==> src/rtl/a2d_pkg.sv <==
// Shared types and constants for the A2D conversion scheduler: channel index, A2D addresses, FSM states, cmd format.
package a2d_pkg;

  typedef logic [1:0] chan_idx_t;

  localparam logic [2:0] ADDR_LFT   = 3'd0;
  localparam logic [2:0] ADDR_RGHT  = 3'd4;
  localparam logic [2:0] ADDR_STEER = 3'd5;
  localparam logic [2:0] ADDR_BATT  = 3'd6;

  // cmd layout is {2'b00, addr[2:0], 11'h000}
  localparam logic [15:0] CMD_TMPL     = 16'h0000;
  localparam int          CMD_ADDR_LSB = 11;

  typedef enum logic [2:0] {
    S_IDLE,
    S_CMD,
    S_WAIT1,
    S_GAP,
    S_READ,
    S_WAIT2,
    S_STORE
  } state_t;

  function automatic logic [2:0] chan_addr(input chan_idx_t idx);
    case (idx)
      2'd0:    return ADDR_LFT;
      2'd1:    return ADDR_RGHT;
      2'd2:    return ADDR_STEER;
      default: return ADDR_BATT;
    endcase
  endfunction

  function automatic logic [15:0] mk_cmd(input chan_idx_t idx);
    return CMD_TMPL | (16'(chan_addr(idx)) << CMD_ADDR_LSB);
  endfunction

endpackage

==> src/rtl/a2d_sched_if.sv <==
// SPI master handshake seen by the scheduler: wrt/cmd out, done/rd_data back.
interface a2d_sched_if;
  logic        wrt;
  logic [15:0] cmd;
  logic        done;
  logic [15:0] rd_data;

  modport master (output wrt, output cmd, input done, input rd_data);
  modport slave  (input wrt, input cmd, output done, output rd_data);
endinterface

==> src/rtl/a2d_sched.sv <==
// Round-robin A2D scheduler: two SPI transactions per channel, keeps latest results; A2D_AVG_EN enables averaging.
// nxt->vld spans 2*T_spi+GAP_CYC+4 clocks counting both ends; no backpressure, nxt outside IDLE is dropped.
module a2d_sched
  import a2d_pkg::*;
#(
  parameter int WDOG_CYC = 1024,
  parameter int GAP_CYC  = 2
) (
  input  logic        clk,
  input  logic        rst_n,
  input  logic        nxt,
  a2d_sched_if.master spi,
  output logic [11:0] lft_ld,
  output logic [11:0] rght_ld,
  output logic [11:0] steer_pot,
  output logic [11:0] batt,
  output logic        vld,
  output chan_idx_t   chan,
  output logic        wdog_err,
  input  logic        err_clr
);

  localparam int CNT_MAX = (WDOG_CYC > GAP_CYC) ? WDOG_CYC : GAP_CYC;
  localparam int CNT_W   = $clog2(CNT_MAX + 1);
  localparam logic [CNT_W-1:0] WDOG_LAST = CNT_W'(WDOG_CYC - 1);
  localparam logic [CNT_W-1:0] GAP_LAST  = CNT_W'(GAP_CYC - 1);

  state_t           state_q, state_d;
  logic [CNT_W-1:0] cnt_q, cnt_d;
  chan_idx_t        ptr_q, ptr_d;
  logic [15:0]      cmd_q, cmd_d;
  logic             wdog_q;
  logic [11:0]      res_q [4];
  logic [11:0]      store_val;
  logic             store;
  logic             wdog_set;

  always_comb begin
    state_d  = state_q;
    cnt_d    = cnt_q;
    ptr_d    = ptr_q;
    cmd_d    = cmd_q;
    store    = 1'b0;
    wdog_set = 1'b0;
    case (state_q)
      S_IDLE: begin
        if (nxt) begin
          state_d = S_CMD;
          cmd_d   = mk_cmd(ptr_q);
        end
      end
      S_CMD: begin
        state_d = S_WAIT1;
        cnt_d   = '0;
      end
      S_WAIT1, S_WAIT2: begin
        if (spi.done) begin
          state_d = (state_q == S_WAIT1) ? S_GAP : S_STORE;
          store   = (state_q == S_WAIT2);
          cnt_d   = '0;
        end else if (cnt_q == WDOG_LAST) begin
          state_d  = S_IDLE;
          ptr_d    = ptr_q + 2'd1;
          wdog_set = 1'b1;
        end else begin
          cnt_d = cnt_q + CNT_W'(1);
        end
      end
      S_GAP: begin
        if (cnt_q == GAP_LAST) state_d = S_READ;
        else                   cnt_d   = cnt_q + CNT_W'(1);
      end
      S_READ: begin
        state_d = S_WAIT2;
        cnt_d   = '0;
      end
      S_STORE: begin
        state_d = S_IDLE;
        ptr_d   = ptr_q + 2'd1;
      end
      default: state_d = S_IDLE;
    endcase
  end

`ifdef A2D_AVG_EN
  logic [3:0]  seen_q;
  logic [12:0] avg_sum;

  always_comb begin
    avg_sum   = {1'b0, res_q[ptr_q]} + {1'b0, spi.rd_data[11:0]} + 13'd1;
    store_val = seen_q[ptr_q] ? 12'(avg_sum >> 1) : spi.rd_data[11:0];
  end

  always_ff @(posedge clk or negedge rst_n) begin
    if (!rst_n)     seen_q        <= '0;
    else if (store) seen_q[ptr_q] <= 1'b1;
  end
`else
  always_comb store_val = spi.rd_data[11:0];
`endif

  // Result is captured as the second done arrives so it is already visible while vld is high.
  always_ff @(posedge clk or negedge rst_n) begin
    if (!rst_n) begin
      state_q <= S_IDLE;
      cnt_q   <= '0;
      ptr_q   <= '0;
      cmd_q   <= '0;
      wdog_q  <= 1'b0;
      for (int i = 0; i < 4; i++) res_q[i] <= '0;
    end else begin
      state_q <= state_d;
      cnt_q   <= cnt_d;
      ptr_q   <= ptr_d;
      cmd_q   <= cmd_d;
      if (wdog_set)     wdog_q <= 1'b1;
      else if (err_clr) wdog_q <= 1'b0;
      if (store) res_q[ptr_q] <= store_val;
    end
  end

  assign spi.wrt   = (state_q == S_CMD) || (state_q == S_READ);
  assign spi.cmd   = cmd_q;
  assign vld       = (state_q == S_STORE);
  assign chan      = ptr_q;
  assign wdog_err  = wdog_q;
  assign lft_ld    = res_q[0];
  assign rght_ld   = res_q[1];
  assign steer_pot = res_q[2];
  assign batt      = res_q[3];

endmodule

==> src/flat_wrapper.sv <==
// flat-port wrapper written by rule: the top's interface ports become plain ports
module a2d_sched_flat import a2d_pkg::*;
#(
  parameter int WDOG_CYC = 1024,
  parameter int GAP_CYC  = 2
)
  (clk, rst_n, nxt, lft_ld, rght_ld, steer_pot, batt, vld, chan, wdog_err, err_clr, spi_wrt, spi_cmd, spi_done, spi_rd_data);
  a2d_sched_if spi_i ();
  input  logic clk;
  input  logic rst_n;
  input  logic nxt;
  output logic [11:0] lft_ld;
  output logic [11:0] rght_ld;
  output logic [11:0] steer_pot;
  output logic [11:0] batt;
  output logic vld;
  output chan_idx_t chan;
  output logic wdog_err;
  input  logic err_clr;
  output wire logic [$bits(spi_i.wrt)-1:0] spi_wrt;
  output wire logic [$bits(spi_i.cmd)-1:0] spi_cmd;
  input wire logic [$bits(spi_i.done)-1:0] spi_done;
  input wire logic [$bits(spi_i.rd_data)-1:0] spi_rd_data;
  assign spi_wrt = spi_i.wrt;
  assign spi_cmd = spi_i.cmd;
  assign spi_i.done = spi_done;
  assign spi_i.rd_data = spi_rd_data;
  a2d_sched #(.WDOG_CYC(WDOG_CYC), .GAP_CYC(GAP_CYC)) u_core (.clk(clk), .rst_n(rst_n), .nxt(nxt), .spi(spi_i), .lft_ld(lft_ld), .rght_ld(rght_ld), .steer_pot(steer_pot), .batt(batt), .vld(vld), .chan(chan), .wdog_err(wdog_err), .err_clr(err_clr));
endmodule
==> config.mk <==
export PLATFORM = sky130hd
export DESIGN_NAME = a2d_sched_flat
export DESIGN_NICKNAME = d
export VERILOG_FILES = /design/src/rtl/a2d_pkg.sv /design/src/rtl/a2d_sched_if.sv /design/src/rtl/a2d_sched.sv /design/src/flat_wrapper.sv
export SDC_FILE = /design/constraint.sdc
export NUM_CORES = 1
export LEC_CHECK = 0
export ABC_AREA = 1
export CAP_MARGIN = 15
export CORE_ASPECT_RATIO = 1.75
export CORE_UTILIZATION = 50
export CTS_CLUSTER_SIZE = 12
export DETAILED_ROUTE_END_ITERATION = 6
export GPL_TIMING_DRIVEN = 1
export PLACE_DENSITY_LB_ADDON = 0.3
export SETUP_SLACK_MARGIN = 0.02
export SLEW_MARGIN = 30
export SYNTH_ARGS = -nofsm -noshare
export SYNTH_HDL_FRONTEND = slang
export SYNTH_SLANG_ARGS = --single-unit
==> constraint.sdc <==
create_clock -name clk -period 3.02 [get_ports clk]
set_input_delay 0.604 -clock clk [delete_from_list [all_inputs] [get_ports clk]]
set_output_delay 0.604 -clock clk [all_outputs]
set_load 0.01 [all_outputs]
==> run metrics <==
post-synthesis mux area share 0.007029; largest family of logic cells by synthesized area simple AND/OR/NAND/NOR gates; CTS buffer count 9; Synth Cell Area 3204 sq um; type of the tightest min-delay check input port to async pin; # hold bufs at CTS 0; largest net degree at the start of global routing about 70; total number of vias approximately 2.6k; Die Width approximately 63 microns; fmax 377.4 MHz; Final Hold Violating Endpoints 0; most common cell after layout, fill and taps aside nand2_1; cell count after synthesis 372; CTS Sinks slightly below 70; Synth Area in Adders 0.03124; Tot GR Track Use 0.2353; WP data arrival 2.05 ns; DRC viols 0; clk buf depth 2; final worst path period share 0.8774; Area Overhead vs Synth 26.79%; Comb pwr share 0.385; Final Wtd Congestion 0.8897; Synth Register Bits 68; Pre-antenna DRT Iters 6; port bufs 72; # rows 38; Sequential Power Share 0.408; final hold slack ~0.45 ns; clk root buf clkbuf_8; dpl ws 0.6763 ns; CP Class flip-flop to output pin; P_leak ~2 nW; DPL Wire Length 5299 microns; Slew HR 0.4359; total negative slack 0 ns; Worst-Margin Slew roughly 0.85 ns; CTS tree yes; post-synth cell types 25; Final nets about 470; cell-internal power 2.161 mW; Overall Power around 3.3 mW; Clk Latency, worst-skew pair 0.34 ns; initial drt markers 170; post-route minimum period 2.650 ns; Synth Area in Compound Gates 0.08825; H-tree depth 3; Final Setup Violations 0; most frequent cells in the layout nand2_1 (121), clkdlybuf4s50_1 (71), dfrtp_1 (68); ANT nets after route 0; crit start category flip-flop; Worst VDD drop between 0.4 and 0.5 mV; vias in the first global route 2,518; fin. max-slew vios 0; Die H roughly 110 microns; clock-pin slew on the worst setup and hold paths about 0.060 ns; run status complete, no violations; PostCTS Resize Cnt 0; number of antenna diodes 0; via/cell ratio 4.907; Top Ports 90; mean area per synthesized cell 8.614 sq um; full die area approximately 6700 sq um; switching power around 1.2 mW; setup ws final 0.3702 ns; RSZ-0062 raised after global routing false; post-synthesis sequential area ratio 0.5310; Ys Warns 0; initial antenna violation count 0; first-pass GRT wire length approximately 12,000 microns; max_cap viols 0; Critical Path End Type output pin; Worst Path Required 2.42 ns; post-synthesis simple-gate area fraction 0.2327; xor and xnor fraction of the mapped netlist area 0.01093; Routed WL between 7000 and 8000 microns; PwrDens ~820 nW/um^2; Max FO, Critical Path 9; GR Overflow Total 0; wire per inst around 14 microns; switch share 0.3545; Starting Density 0.5184; Setup Buffers After CTS 0; Post-Route Skew a little over 0.008 ns; clock share of power 0.206; Floorplan Core Area 6181 sq um; layout cells sized above 1 0.07399
[area by class of cell]
class                           count  area (sq um)
Sequential cell                    68          1702
Clock inverter                      3         40.04
Tap cell                           80         100.1
Timing Repair Buffer               73         723.2
Fill cell                         534          2118
Clock buffer                       11         131.4
Inverter                           35         131.4
Multi-Input combinational cell    256          1235
[cells in the mapped netlist (all sizes together)]
cell    number  share of area
nand3b       1         0.0023
a21oi        1         0.0027
o21ai       54          0.086
dfrtp       68           0.53
nand4        2         0.0039
clkbuf       5          0.011
nand3       25          0.048
conb         1         0.0012
mux2         2         0.0070
nor3         4         0.0078
inv         35          0.041
ha           8          0.031
xor2         4          0.011
nor2        20          0.027
buf         20          0.046
nand2      122           0.14
[state kept, by name, indices dropped and copies added (netlist names)]
name and cells:
u_core.batt 12, u_core.lft_ld 12, u_core.wdog_err 1, u_core.spi.cmd 3
u_core.state_q 3, u_core.chan 2, u_core.rght_ld 12, u_core.cnt_q 11
u_core.steer_pot 12
[power groups by stage]
stage,clock network [mW],logic (mW),registers [mW]
global placement,0,1.27,1.36
CTS,0.706,1.31,1.37
global route,0.750,1.43,1.40
detailed placement,0,1.30,1.37
floorplan,0,0.615,1.44
finish,0.691,1.29,1.37
[worst paths after layout]
check	cells after the start	endpoint	slack (ns)	from
min reg2reg	2	u_core.batt[5]	0.49	u_core.batt[5]
min	2	u_core.cnt_q[3]	0.45	rst_n
max in group asynchronous	2	u_core.state_q[2]	2.01	rst_n
max reg2reg	6	u_core.rght_ld[4]	1.20	u_core.state_q[0]
min in group clk	2	u_core.batt[5]	0.49	u_core.batt[5]
max	3	vld	0.37	u_core.state_q[2]
[worst max-delay path: stages (launching register included)]
cell	delay, ns
dfrtp_1	0.54
inv_1	0.14
nor3_1	0.39
clkdlybuf4s50_1	0.64
[cell families after synthesis]
kind of cell,count (synthesis)
xor gates and xnor gates,4
DFF,68
adders and majority gates,8
buffers and inverters,60
muxes,2
and+or+nand+nor,174
other,1
AOI/OAI and AO/OA,55
[per-stage QoR]
stage               std cells  utilization  instance area, sq um
global route              526       0.6573                  4063
floorplan                 384            -                  3249
global placement          512       0.6296                  3891
detailed placement        512       0.6296                  3891
finish                    526       0.6573                  4063
CTS                       526       0.6573                  4063
[metal layers]
metal / global-route usage / vias up / part of all wire
met4: 0.08638 / 0 / 0.0092
met2: 0.4255 / 62 / 0.55
li1: - / 1287 / -
met1: 0.2533 / 1227 / 0.38
met3: 0.07521 / 5 / 0.054
met5: 0 / - / 0
Note: power is estimated with default switching activity, not from simulation.
